===== src/rtl/cluster_periph_router_pkg.sv =====
// Shared cluster peripheral constants: slave port IDs, mapped-ID mask and the local error response.
// Used by cluster_periph_router and periph_router_decode (optional macro: PERIPH_ROUTER_ERR_RESP_EN).
package cluster_periph_router_pkg;

   localparam logic [3:0]  SPER_EOC_ID        = 4'd0;
   localparam logic [3:0]  SPER_TIMER_ID      = 4'd1;
   localparam logic [3:0]  SPER_EVENT_ID      = 4'd2;
   localparam logic [3:0]  SPER_HWPE0_ID      = 4'd4;
   localparam logic [3:0]  SPER_HWPE1_ID      = 4'd5;
   localparam logic [3:0]  SPER_HWPE2_ID      = 4'd7;
   localparam logic [3:0]  SPER_ICACHE_CTRL_ID = 4'd8;
   localparam logic [3:0]  SPER_DMA_ID        = 4'd9;
   localparam logic [3:0]  SPER_EXT_ID        = 4'd10;

   // Bit i set means slave ID i exists.
   localparam logic [10:0] SPER_MAPPED_MASK   = 11'b111_1011_0111;
   localparam logic [31:0] SPER_ERR_RDATA     = 32'hBADA_CCE5;
   localparam logic [3:0]  SPER_ERR_TGT       = 4'hF;

   function automatic logic sper_is_mapped(input logic [3:0] id_i);
      logic mapped;
      if (id_i < 4'd11) begin
         mapped = SPER_MAPPED_MASK[id_i];
      end else begin
         mapped = 1'b0;
      end
      return mapped;
   endfunction

endpackage


===== src/rtl/periph_router_decode.sv =====
// Address-to-slave decode for the cluster peripheral space: slave ID from address bits [13:10]
// plus a flag telling whether that ID has a real slave behind it.
module periph_router_decode
   import cluster_periph_router_pkg::*;
#(
   parameter int unsigned ADDR_WIDTH = 32
) (
   input  logic [ADDR_WIDTH-1:0] add_i,
   output logic [3:0]            tgt_o,
   output logic                  mapped_o
);

   logic unused_add_bits;

   // Only the slave-select field matters; everything else is offset inside the slave.
   always_comb begin
      tgt_o    = add_i[13:10];
      mapped_o = sper_is_mapped(add_i[13:10]);
   end

   assign unused_add_bits = ^{add_i[ADDR_WIDTH-1:14], add_i[9:0]};

endmodule


===== src/rtl/cluster_periph_router.sv =====
// Cluster peripheral router: steers master requests to one slave port and returns responses in order.
// PERIPH_ROUTER_ERR_RESP_EN: unmapped IDs are answered locally with an error instead of going to ext.
module cluster_periph_router
   import cluster_periph_router_pkg::*;
#(
   parameter int unsigned NB_SPERIPH      = 11,
   parameter int unsigned ADDR_WIDTH      = 32,
   parameter int unsigned DATA_WIDTH      = 32,
   parameter int unsigned ID_WIDTH        = 5,
   parameter int unsigned MAX_OUTSTANDING = 4
) (
   input  logic                             clk_i,
   input  logic                             rst_i,
   input  logic                             mst_req_i,
   output logic                             mst_gnt_o,
   input  logic [ADDR_WIDTH-1:0]            mst_add_i,
   input  logic                             mst_wen_i,
   input  logic [DATA_WIDTH-1:0]            mst_wdata_i,
   input  logic [DATA_WIDTH/8-1:0]          mst_be_i,
   input  logic [ID_WIDTH-1:0]              mst_id_i,
   output logic                             mst_r_valid_o,
   output logic                             mst_r_opc_o,
   output logic [DATA_WIDTH-1:0]            mst_r_rdata_o,
   output logic [ID_WIDTH-1:0]              mst_r_id_o,
   output logic [NB_SPERIPH-1:0]            slv_req_o,
   input  logic [NB_SPERIPH-1:0]            slv_gnt_i,
   output logic [ADDR_WIDTH-1:0]            slv_add_o,
   output logic                             slv_wen_o,
   output logic [DATA_WIDTH-1:0]            slv_wdata_o,
   output logic [DATA_WIDTH/8-1:0]          slv_be_o,
   output logic [ID_WIDTH-1:0]              slv_id_o,
   input  logic [NB_SPERIPH-1:0]            slv_r_valid_i,
   input  logic [NB_SPERIPH-1:0]            slv_r_opc_i,
   input  logic [NB_SPERIPH*DATA_WIDTH-1:0] slv_r_rdata_i,
   input  logic [NB_SPERIPH*ID_WIDTH-1:0]   slv_r_id_i
);

   localparam int unsigned      CNT_W   = $clog2(MAX_OUTSTANDING + 1);
   localparam logic [CNT_W-1:0] CNT_MAX = CNT_W'(MAX_OUTSTANDING);

   logic [CNT_W-1:0]      cnt_q, cnt_d, cnt_eff;
   logic [3:0]            lock_tgt_q, lock_tgt_d;
   logic [3:0]            dec_tgt, tgt;
   logic                  dec_mapped;
   logic                  stall, accept, complete, tgt_gnt;
   logic                  sel_valid, sel_opc;
   logic [DATA_WIDTH-1:0] sel_rdata;
   logic [ID_WIDTH-1:0]   sel_id;
`ifdef PERIPH_ROUTER_ERR_RESP_EN
   logic                  err_pend_q, err_pend_d;
   logic [ID_WIDTH-1:0]   err_id_q, err_id_d;
`endif

   periph_router_decode #(
      .ADDR_WIDTH (ADDR_WIDTH)
   ) u_decode (
      .add_i    (mst_add_i),
      .tgt_o    (dec_tgt),
      .mapped_o (dec_mapped)
   );

   // Effective target: unmapped IDs become the local error target or fall through to ext.
   always_comb begin
      if (dec_mapped) begin
         tgt = dec_tgt;
      end else begin
`ifdef PERIPH_ROUTER_ERR_RESP_EN
         tgt = SPER_ERR_TGT;
`else
         tgt = SPER_EXT_ID;
`endif
      end
   end

   // Per-port selects: grant of the requested port, response fields of the locked port.
   always_comb begin
      tgt_gnt   = 1'b0;
      sel_valid = 1'b0;
      sel_opc   = 1'b0;
      sel_rdata = '0;
      sel_id    = '0;
      for (int i = 0; i < int'(NB_SPERIPH); i++) begin
         tgt_gnt   = tgt_gnt | (slv_gnt_i[i] & (tgt == 4'(i)));
         sel_valid = sel_valid | (slv_r_valid_i[i] & (lock_tgt_q == 4'(i)));
         sel_opc   = sel_opc | (slv_r_opc_i[i] & (lock_tgt_q == 4'(i)));
         sel_rdata = sel_rdata | ({DATA_WIDTH{lock_tgt_q == 4'(i)}} & slv_r_rdata_i[i*DATA_WIDTH +: DATA_WIDTH]);
         sel_id    = sel_id | ({ID_WIDTH{lock_tgt_q == 4'(i)}} & slv_r_id_i[i*ID_WIDTH +: ID_WIDTH]);
      end
   end

   // Response mux: only the locked target may answer, and only while something is outstanding.
   always_comb begin
      mst_r_valid_o = 1'b0;
      mst_r_opc_o   = 1'b0;
      mst_r_rdata_o = '0;
      mst_r_id_o    = '0;
      if (cnt_q != '0) begin
`ifdef PERIPH_ROUTER_ERR_RESP_EN
         if (lock_tgt_q == SPER_ERR_TGT) begin
            mst_r_valid_o = err_pend_q;
            mst_r_opc_o   = 1'b1;
            mst_r_rdata_o = DATA_WIDTH'(SPER_ERR_RDATA);
            mst_r_id_o    = err_id_q;
         end else begin
            mst_r_valid_o = sel_valid;
            mst_r_opc_o   = sel_opc;
            mst_r_rdata_o = sel_rdata;
            mst_r_id_o    = sel_id;
         end
`else
         mst_r_valid_o = sel_valid;
         mst_r_opc_o   = sel_opc;
         mst_r_rdata_o = sel_rdata;
         mst_r_id_o    = sel_id;
`endif
      end else begin
         mst_r_valid_o = 1'b0;
      end
   end

   // Stall on the count as it will be after this cycle's response, so a target switch
   // can be granted in the same cycle the last old response retires.
   always_comb begin
      cnt_eff = cnt_q - CNT_W'(mst_r_valid_o);
      stall   = (cnt_eff == CNT_MAX) | ((cnt_eff != '0) & (tgt != lock_tgt_q));
      if (tgt == SPER_ERR_TGT) begin
         mst_gnt_o = mst_req_i & ~stall;
      end else begin
         mst_gnt_o = tgt_gnt & ~stall;
      end
      slv_req_o = '0;
      for (int i = 0; i < int'(NB_SPERIPH); i++) begin
         slv_req_o[i] = mst_req_i & ~stall & (tgt == 4'(i));
      end
      accept   = mst_req_i & mst_gnt_o;
      complete = mst_r_valid_o;
   end

   // Request fields are broadcast to every slave; only slv_req_o selects one.
   always_comb begin
      slv_add_o   = mst_add_i;
      slv_wen_o   = mst_wen_i;
      slv_wdata_o = mst_wdata_i;
      slv_be_o    = mst_be_i;
      slv_id_o    = mst_id_i;
   end

   // Outstanding count and lock target next state.
   always_comb begin
      cnt_d = cnt_q;
      case ({accept, complete})
         2'b10:   cnt_d = cnt_q + CNT_W'(1);
         2'b01:   cnt_d = cnt_q - CNT_W'(1);
         default: cnt_d = cnt_q;
      endcase
      if (accept) begin
         lock_tgt_d = tgt;
      end else begin
         lock_tgt_d = lock_tgt_q;
      end
   end

   // Outstanding-tracking registers.
   always_ff @(posedge clk_i) begin
      if (rst_i) begin
         cnt_q      <= '0;
         lock_tgt_q <= 4'h0;
      end else begin
         cnt_q      <= cnt_d;
         lock_tgt_q <= lock_tgt_d;
      end
   end

`ifdef PERIPH_ROUTER_ERR_RESP_EN
   // An error request is answered exactly one cycle after its grant.
   always_comb begin
      err_pend_d = accept & (tgt == SPER_ERR_TGT);
      if (err_pend_d) begin
         err_id_d = mst_id_i;
      end else begin
         err_id_d = err_id_q;
      end
   end

   // Local error response registers.
   always_ff @(posedge clk_i) begin
      if (rst_i) begin
         err_pend_q <= 1'b0;
         err_id_q   <= '0;
      end else begin
         err_pend_q <= err_pend_d;
         err_id_q   <= err_id_d;
      end
   end
`endif

endmodule


===== config.mk =====
export PLATFORM = sky130hd
export DESIGN_NAME = cluster_periph_router
export DESIGN_NICKNAME = d
export VERILOG_FILES = /design/src/rtl/cluster_periph_router_pkg.sv /design/src/rtl/periph_router_decode.sv /design/src/rtl/cluster_periph_router.sv
export SDC_FILE = /design/constraint.sdc
export NUM_CORES = 1
export LEC_CHECK = 0
export ABC_AREA = 1
export BUFFER_PORTS_ARGS = -buffer_cell sky130_fd_sc_hd__buf_2
export CORE_AREA = 10 10 244 246
export CTS_BUF_LIST = sky130_fd_sc_hd__clkbuf_16
export DETAILED_ROUTE_END_ITERATION = 8
export DIE_AREA = 0 0 254 256
export PLACE_DENSITY = 0.41
export SKIP_CTS_REPAIR_TIMING = 1
export SLEW_MARGIN = 5
export SYNTH_ARGS = -nofsm -noshare
export SYNTH_HDL_FRONTEND = slang
export SYNTH_SLANG_ARGS = --single-unit

===== constraint.sdc =====
create_clock -name clk_i -period 3.6 [get_ports clk_i]
set_clock_uncertainty 0.05 [all_clocks]
set_input_delay 0.72 -clock clk_i [delete_from_list [all_inputs] [get_ports clk_i]]
set_output_delay 0.72 -clock clk_i [all_outputs]
set_load 0.01 [all_outputs]

# Yosys cells after proc, flatten, opt, wreduce, memory -nomap -nowiden
# Memory sizes are Yosys's and may differ from the RTL's.
# Index checks and enable logic that the tools add are counted.
# Widths: inputs -> output; s select.
# word_totals
register_bits,7
mem_bits_ro,16
in_bits,517
out_inout_bits,125
n_memories,1
# classes
n_addsub,3
n_lt_le_gt_ge,2
eq_ne,25
mux,9
bitwise_logic,122
n_reduce_logical,5
# memory_table
name,depth,word_bits,rd,rd_ports_with_merged_regs,wr,line,rtl
(no name shown),16,1,1,0,0,cluster_periph_router_pkg.sv:23,mapped = SPER_MAPPED_MASK[id_i];
# ops
operator,n
$and 32x32->32,11
$or 32x32->32,10
$and 5x5->5,11
$or 5x5->5,10
$and 1x1->1,48
$eq 4x3->1 const B,8
$mux 32,1
$or 1x1->1,31
$eq 4x4->1 const B,7
$eq 4x2->1 const B,4
$eq 4x1->1 const B,2
$logic_not 4->1,2
$pmux 3 s2,1
$reduce_bool 3->1,2
$lt 4x5->1 const B,1
$mux 1,5
$mux 5,1
$lt 4x4->1 const B,1
$mux 4,1
$ne 4x4->1,1
$add 3x1->3 const B,1
$eq 3x3->1 const B,1
$sub 3x1->3,1
$sub 3x1->3 const B,1
other kinds (4),4

# Depth between registers and ports, before layout
# Gate-level depths: netlist (run 1).
# depth
depth_word,23
depth_mapped,26

# Cells and area by module
# Synthesis (run 1) repeated with hierarchy kept, for this count alone.
# hier_totals
hier_cells,940
area_unflattened_um2,4655.7
# by_module_without_submodules
mod,n_inst,cells_per_inst,area_per_inst_um2,seq_area_each_um2
cluster_periph_router,1,928,4593.2,140.1
periph_router_decode,1,12,62.6,0.0

# Worst setup path after synthesis (run 1)
# Ideal clock, no wire load.
# synth_timing
path_type,register to output
start,register lock_tgt_q[0]
end,output slv_req_o[7]
arrival_time_ns,2.513
required_ns,2.830
slack_ns,0.317
stages_incl_launch_ff,19
n_path_buf,1
cell_sequence,dfxtp_1 -> inv_2 -> nand2_1 -> nor2_1 -> clkbuf_1 -> a221oi_1 -> nand4_1 -> nand2_1 -> inv_1 -> ha_1 -> nand2_1 -> nand2_1 -> nor2_1 -> nand2_1 -> nor2_1 -> nand2_1 -> nand2_2 -> nand2_2 -> nor3b_1
# synth_between
elab_chain_cells,20
# synth_lines
item,line,rtl
"start, declared",cluster_periph_router.sv:42,"logic [3:0] lock_tgt_q, lock_tgt_d;"
"start signal, assigned",cluster_periph_router.sv:170,lock_tgt_q <= lock_tgt_d;
$eq 4x1->1 or $logic_not 4->1 (tied branches),cluster_periph_router.sv:84,sel_valid = sel_valid | (slv_r_valid_i[i] & (lock_tgt_q == 4'(i)));
$and 1x1->1,cluster_periph_router.sv:84,
$or 1x1->1 (9 in series),cluster_periph_router.sv:84,
$or 1x1->1 *,cluster_periph_router.sv:84,
$mux 1 *,cluster_periph_router.sv:97,if (cnt_q != '0) begin
named net mst_r_valid_o,cluster_periph_router.sv:21,"output logic mst_r_valid_o,"
$sub 3x1->3 *,cluster_periph_router.sv:124,cnt_eff = cnt_q - CNT_W'(mst_r_valid_o);
$reduce_bool 3->1,cluster_periph_router.sv:125,stall = (cnt_eff == CNT_MAX) | ((cnt_eff != '0) & (tgt != lock_tgt_q));
$and 1x1->1,cluster_periph_router.sv:125,
$or 1x1->1 *,cluster_periph_router.sv:125,
$not 1->1 *,cluster_periph_router.sv:133,slv_req_o[i] = mst_req_i & ~stall & (tgt == 4'(i));
$and 1x1->1 * (2 in series),cluster_periph_router.sv:133,
"end, declared",cluster_periph_router.sv:25,"output logic [NB_SPERIPH-1:0] slv_req_o,"
# The timed path passes the listed nets; every way through them passes the cells marked *.

# Worst setup path after layout (run 1)
# layout_timing
start,input slv_r_valid_i[1]
end,output slv_req_o[7]
# layout_between
elab_chain_cells,19
# layout_lines
item,line,rtl
"start, declared",cluster_periph_router.sv:32,"input logic [NB_SPERIPH-1:0] slv_r_valid_i,"
$and 1x1->1 *,cluster_periph_router.sv:84,
$or 1x1->1 * (10 in series),cluster_periph_router.sv:84,
$mux 1 *,cluster_periph_router.sv:97,
$sub 3x1->3 *,cluster_periph_router.sv:124,
$reduce_bool 3->1,cluster_periph_router.sv:125,
$and 1x1->1,cluster_periph_router.sv:125,
$or 1x1->1 *,cluster_periph_router.sv:125,
$not 1->1 *,cluster_periph_router.sv:133,
$and 1x1->1 * (2 in series),cluster_periph_router.sv:133,
# Mark *: on every way between the ends. The rest lies on a longest branch, timed or not.

==> results_dict.tcl, run 1 <==
set metrics [dict create \
    status "complete, no violations" \
    setup_violations 0 \
    r2r_start "lock_tgt_q[0]$_SDFFE_PP0P_" \
    drtAntennaViolNets 0 \
    comb_power_share 0.911 \
    hold_viol 0 \
    dr.pass1.iters 6 \
    layout_commonest_cell "buf_2" \
    worst_ep_arrival_time_ns 2.75 \
    relSlewSlack 0.498 \
    via_per_inst 3.85 \
    r2r_cells 26 \
    drv_slew 0 \
    syn_area_mm2 0.00430 \
    drc 0 \
    clkPwrFrac 0.051 \
    synth_top_cell_by_area "nand2_1" \
    grt_max_degree 39 \
    grt_antenna_before_repair 4 \
    crit_start "slv_r_valid_i[1]" \
    rsz0062_at_grt "yes" \
    pin_count 642 \
    route.detailed.wl_per_inst_um 20.7 \
    layout_setup_ws_ns 0.0834 \
    leakagePower_uw 0.00420 \
    p_sw_uw 2230 \
    worstSetupPathType "in2out" \
    core_mm2 0.0547 \
    intPower_uw 1510 \
    final.min_clock_period_ns 3.52 \
    numPortBuffers 497 \
    ys.flop_type "dfxtp_1" \
    fp.dieArea_mm2 0.0650 \
    final_cell_mix "buf_2, nand2_1, inv_1" \
    cap_viol_max_count 0 \
    area_growth_pct 73.4 \
    clkSinkCount 7 \
    dp_hpwl_mm 32.5 \
    synth_area_leaders "nand2_1, buf_4, a22o_1, a21oi_1, a221oi_1" \
    initial_utilization 0.0787 \
    rows 86 \
    regToRegEndpoint "cnt_q[2]$_SDFFE_PP0P_" \
    drt-total-wl_mm 40.0 \
    fin_setup_tns_ns 0 \
    crit_fanout 5 \
    clk_path_buf_depth 2 \
    reg2reg_slack_ns 0.32 \
    ir_drop_mv 0.426 \
    min_path_type "reg2reg" \
    synthCells 807 \
    worstHoldPathCells 2 \
    clkSlewWorstSetupHoldPaths_ns 0.04 \
    required_ns 2.83 \
    track_usage 0.114 \
    fmax_mhz 284 \
    slowest_stage "a22o_1" \
    synthDistinctLibCells 38 \
    period_share 0.977 \
    min_from "cnt_q[1]$_SDFFE_PP0P_" \
    min_to "cnt_q[1]$_SDFFE_PP0P_" \
    cp_top_family "simple AND/OR/NAND/NOR gates" \
    synth_top_area_share 0.240 \
    yosysSeqAreaShare 0.0326 \
    fin_util 0.136 \
    drive_gt1_frac 0.481 \
    grt_pass1_vias 8140 \
    end_kind "output pin" \
    layout.cells.non_filler 1934 \
    dp_cells 1925 \
    cts-htree-levels 1 \
    detailroute.via_count 7446 \
    cts-root-buf "clkbuf_16" \
    fin_nets 1750 \
    die_w_um 254 \
    cts_tree "built" \
    drt_iter0_markers 373 \
    grt_pass1_wl_mm 54.7 \
    cts_buffers 3 \
    seqPwrFrac 0.038 \
    slowest_delay_ns 0.24 \
    ys_ff_latch 7 \
    synth_edf_count 0 \
    yosys_warnings 0 \
    globalplace.congestion 0.950 \
    worst_hold_slack_ns 0.440 \
    grt.overflow.total 0 \
    crit_path_cell_trace "buf_2 -> a22o_1 -> a21oi_2 -> nand4_1 -> nand2_1 -> inv_2 -> ha_4 -> nand2_2 -> nand2_1 -> nor2_1 -> nand2_1 -> nor2_1 -> nand2_1 -> nand2_4 -> nand2_8 -> nor3b_2 -> buf_2" \
    p_sw_frac 0.596 \
    syn_avg_cell_area_um2 5.33 \
    async_flop_share 0 \
    cpMostUsedCell "nand2_1" \
    worst-path-buf-inv 3 \
    max_slew.worst_pin.slew_ns 0.753 \
    die_h_um 256 \
    clkLatencyLatePin_ns 0.23 \
    start_kind "primary input" \
    power.density_mw_per_mm2 502 \
    place_ws_ns -0.0934 \
]
==> per-stage QoR <==
stage	cell area, um^2	total power [uW]
finish	7460	3750
global route	7460	4120
CTS	7300	3640
detailed placement	7230	3430
global placement	7230	3440
floorplan	4310	1950
==> routing by layer <==
metal | vias up | GRT usage | routed length, um
met5 | - | 0 | 0
met4 | 0 | 0.0590 | 2100
met3 | 114 | 0.0344 | 4110
met2 | 513 | 0.192 | 18300
met1 | 3333 | 0.128 | 15500
li1 | 3486 | - | -
==> synth_stat cells, drive strengths merged (4+ instances only) <==
cell and count:
nand2 282, nand4 33, dfxtp 7, clkbuf 14, nand3 42, nand3b 4, a21oi 57, nor2 52
a22o 46, inv 83, buf 107, a221oi 34, o21ai 27, a32o 4
==> state kept, by name (all words and copies together) (netlist names) <==
signal,flops
lock_tgt_q,4
cnt_q,3
==> worst reg2reg max path: cells and delay by family (launching register included) <==
family / cells / cell delay, ns
and+or+nand+nor: 12 / 0.94
adders and majority gates: 3 / 0.79
AOI/OAI and AO/OA: 6 / 0.74
DFF: 1 / 0.39
buffers and inverters: 5 / 0.24
==> cell families after synthesis <==
kind of cell               share of synthesized area
and+or+nand+nor                                0.412
buffers and inverters                          0.258
AOI/OAI and AO/OA                              0.286
DFF                                           0.0326
adders and majority gates                     0.0105
other                                       0.000872
==> power groups by stage <==
stage	clock network, uW	registers (uW)	logic [uW]
2_1_floorplan	0	123	1820
3_3_place_gp	0	127	3310
3_5_place_dp	0	128	3300
4_1_cts	193	127	3320
5_1_grt	203	149	3770
6_report	190	143	3410
==> worst max-delay path by stage <==
stage,cells after the start,endpoint,slack (ns)
after floorplan,18,slv_req_o[7],0.32
after global placement,17,slv_req_o[7],-0.1
after detailed placement,17,slv_req_o[7],-0.09
after CTS,21,slv_req_o[7],-0.22
after global routing,21,slv_req_o[7],-0.08
final,17,slv_req_o[7],0.08
==> cell type report <==
| class | instances | area, um^2 |
|---|---|---|
| Antenna cell | 1 | 2.50 |
| Clock buffer | 3 | 75.1 |
| Clock inverter | 1 | 3.75 |
| Fill cell | 6495 | 47200 |
| Inverter | 83 | 322 |
| Multi-Input combinational cell | 598 | 3220 |
| Sequential cell | 7 | 151 |
| Tap cell | 704 | 881 |
| Timing Repair Buffer | 537 | 2800 |
No activity file was read; power rests on OpenSTA's default activity.
==> run 2, diff against run 1 <==
--- a/config.mk
+++ b/config.mk
@@ -5,13 +5,13 @@
 export SDC_FILE = /design/constraint.sdc
 export NUM_CORES = 1
 export LEC_CHECK = 0
-export ABC_AREA = 1
 export BUFFER_PORTS_ARGS = -buffer_cell sky130_fd_sc_hd__buf_2
 export CORE_AREA = 10 10 244 246
 export CTS_BUF_LIST = sky130_fd_sc_hd__clkbuf_16
 export DETAILED_ROUTE_END_ITERATION = 8
 export DIE_AREA = 0 0 254 256
-export PLACE_DENSITY = 0.41
+export PLACE_DENSITY = 0.4
+export RECOVER_POWER = 25
 export SKIP_CTS_REPAIR_TIMING = 1
 export SLEW_MARGIN = 5
 export SYNTH_ARGS = -nofsm -noshare
==> run 2 against run 1 <==
  * Synthesized area is 12% lower
  * Sequential cell count stayed put
  * Maximum frequency is 0.43% lower
  * Largest power group unchanged
  * Setup slack worse by 0.015 ns
  * Critical path depth is 3 lower
  * Via count is 8.7% lower
  * Critical endpoint unchanged
==> results_dict.tcl, run 2 <==
set metrics [dict create \
    worst_ep_arrival_time_ns 2.76 \
    setup_violations 0 \
    min_path_type "reg2reg" \
    end_kind "output pin" \
    max_slew.worst_pin.slew_ns 0.748 \
    yosysSeqAreaShare 0.0369 \
    relSlewSlack 0.501 \
    clk_path_buf_depth 2 \
    rsz0062_at_grt "yes" \
    ys.flop_type "dfxtp_1" \
    crit_path_cell_trace "buf_6 -> buf_6 -> nor4b_4 -> a22oi_2 -> and3_4 -> a21oi_4 -> ha_4 -> xor2_4 -> nor2_4 -> a41o_1 -> nand2_2 -> buf_8 -> nor3_1 -> buf_2" \
    detailroute.via_count 6797 \
    cts_tree "built" \
    syn_area_mm2 0.00379 \
    leakagePower_uw 0.00311 \
    synth_top_area_share 0.206 \
    fmax_mhz 283 \
    async_flop_share 0 \
    grt_pass1_wl_mm 56.4 \
    grt_max_degree 39 \
    die_h_um 256 \
    ys_ff_latch 7 \
    multi_input_area_mm2 0.00308 \
    grt.overflow.total 0 \
    worstSetupPathType "reg2out" \
    fill_cells 6378 \
    initial_utilization 0.0694 \
    synth_common_cells "a22oi_1, buf_4, a21oi_1" \
    cp_top_family "simple AND/OR/NAND/NOR gates" \
    drtAntennaViolNets 0 \
    cts_buffers 3 \
    dr.pass1.iters 8 \
    worst_hold_slack_ns 0.494 \
    cpMostUsedCell "buf_6" \
    numPortBuffers 497 \
    layout_commonest_cell "buf_2" \
    drv_slew 0 \
    track_usage 0.121 \
    rows 86 \
    power.density_mw_per_mm2 358 \
    required_ns 2.83 \
    dr_wl_met2_mm 20.2 \
    synth_edf_count 0 \
    syn_avg_cell_area_um2 7.26 \
    crit_fanout 7 \
    dp_hpwl_mm 34.3 \
    worst-path-buf-inv 4 \
    ir_drop_mv 0.307 \
    slowest_delay_ns 0.35 \
    yosys_warnings 0 \
    grt_pass1_vias 7334 \
    fin_nets 1454 \
    drive_gt1_frac 0.632 \
    pin_count 642 \
    place_ws_ns -0.249 \
    synthDistinctLibCells 51 \
    slowest_stage "nor4b_4" \
    grt_antenna_before_repair 23 \
    drt-total-wl_mm 42.9 \
    ff_latch_area_um2 145 \
    synthCells 523 \
    start_kind "flop" \
    drc 0 \
    status "complete, no violations" \
    regMostFlops "lock_tgt_q" \
    final.min_clock_period_ns 3.53 \
    cts-htree-levels 1 \
    highest_layer "met5" \
    via_per_inst 4.14 \
    clkLatencyLatePin_ns 0.23 \
    met3_length_mm 5.17 \
    largest_reg_flops 4 \
    synth_top_cell_by_area "a22oi_1" \
    met1_length_mm 16.0 \
    drt_iter0_markers 654 \
    area_growth_pct 86.0 \
    synth_area_leaders "a22oi_1, buf_4, a222oi_1, a21oi_1, a221oi_1" \
    period_share 0.981 \
    die_w_um 254 \
    globalplace.congestion 0.944 \
    largest_registers "lock_tgt_q (4), cnt_q (3)" \
    route.detailed.wl_per_inst_um 26.1 \
    layout_setup_ws_ns 0.0684 \
    final_cell_mix "buf_2, a22oi_1, a21oi_1" \
    clkSinkCount 7 \
    synth.most_common_cell "a22oi_1" \
    cts-root-buf "clkbuf_16" \
    fp.dieArea_mm2 0.0650 \
    hold_viol 0 \
    cap_viol_max_count 0 \
    clkSlewWorstSetupHoldPaths_ns 0.04 \
    core_mm2 0.0547 \
]
## run 2: where the power goes
part           leakage [uW]  total, uW  internal, uW  switching, uW
sequential        0.0000581        113          96.7           16.3
clock             0.0000423        187           144           42.2
combinational       0.00301       2230           932           1300
total               0.00311       2530          1170           1360
## run 2: final timing paths
check                                  start                     to  slack [ns]  cells past startpoint
hold reg to reg        cnt_q[1]$_SDFFE_PP0P_  cnt_q[1]$_SDFFE_PP0P_        0.49                      2
hold / removal         cnt_q[1]$_SDFFE_PP0P_  cnt_q[1]$_SDFFE_PP0P_        0.49                      2
setup reg to reg  lock_tgt_q[1]$_SDFFE_PP0P_  cnt_q[2]$_SDFFE_PP0P_        0.10                     18
setup / recovery  lock_tgt_q[1]$_SDFFE_PP0P_           slv_req_o[7]        0.07                     14
## run 2: area by class of cell
cell class	instances	area share
timing repair buffer	539	0.402
tap	704	0.125
antenna	4	0.00142
clock buffer	3	0.0106
inverter	6	0.00354
sequential	7	0.0206
clock inverter	1	0.000532
multi-input combinational	377	0.436
## run 2: layer usage
metal  global-route usage  vias up
met2                0.207      586
met4               0.0461        8
met1                0.130     3182
met3               0.0508       90
li1                     -     2931
met5                    0        -
## run 2: worst register-to-register path, stage by stage (launching register included)
cell and delay [ns]:
dfxtp_2 0.32, buf_6 0.12, buf_6 0.12, nor4b_4 0.35
a22oi_2 0.14, and3_4 0.20, a21oi_4 0.17, ha_4 0.18
xor2_4 0.18, nor2_4 0.06, a41o_1 0.24, buf_4 0.15
nand2_4 0.06, ha_4 0.12, inv_1 0.04, fa_2 0.33
xor2_1 0.15, or3_1 0.32, a21oi_2 0.13
## run 2: per-stage QoR
step           instances  power [uW]  instance area (um^2)   util  setup TNS [ns]
2_1_floorplan        524        1210                  3910      -               0
3_3_place_gp        1633        2240                  6770  0.124          -0.612
3_5_place_dp        1633        2230                  6770  0.124          -0.699
4_1_cts             1637        2430                  6850  0.125           -1.20
5_1_grt             1639        2720                  7050  0.129          -0.166
6_report            1641        2530                  7060  0.129               0
## run 2: logic make-up (layout without fill, tap and decap cells)
logic type / after synthesis / count (layout) / share of synthesized area
other: 1 / 6 / 0.000988
DFF: 7 / 7 / 0.0369
muxes: 6 / 6 / 0.0188
and+or+nand+nor: 103 / 103 / 0.170
adders and majority gates: 3 / 3 / 0.0119
AOI/OAI and AO/OA: 258 / 258 / 0.524
xor gates and xnor gates: 5 / 5 / 0.0115
buffers and inverters: 140 / 549 / 0.226
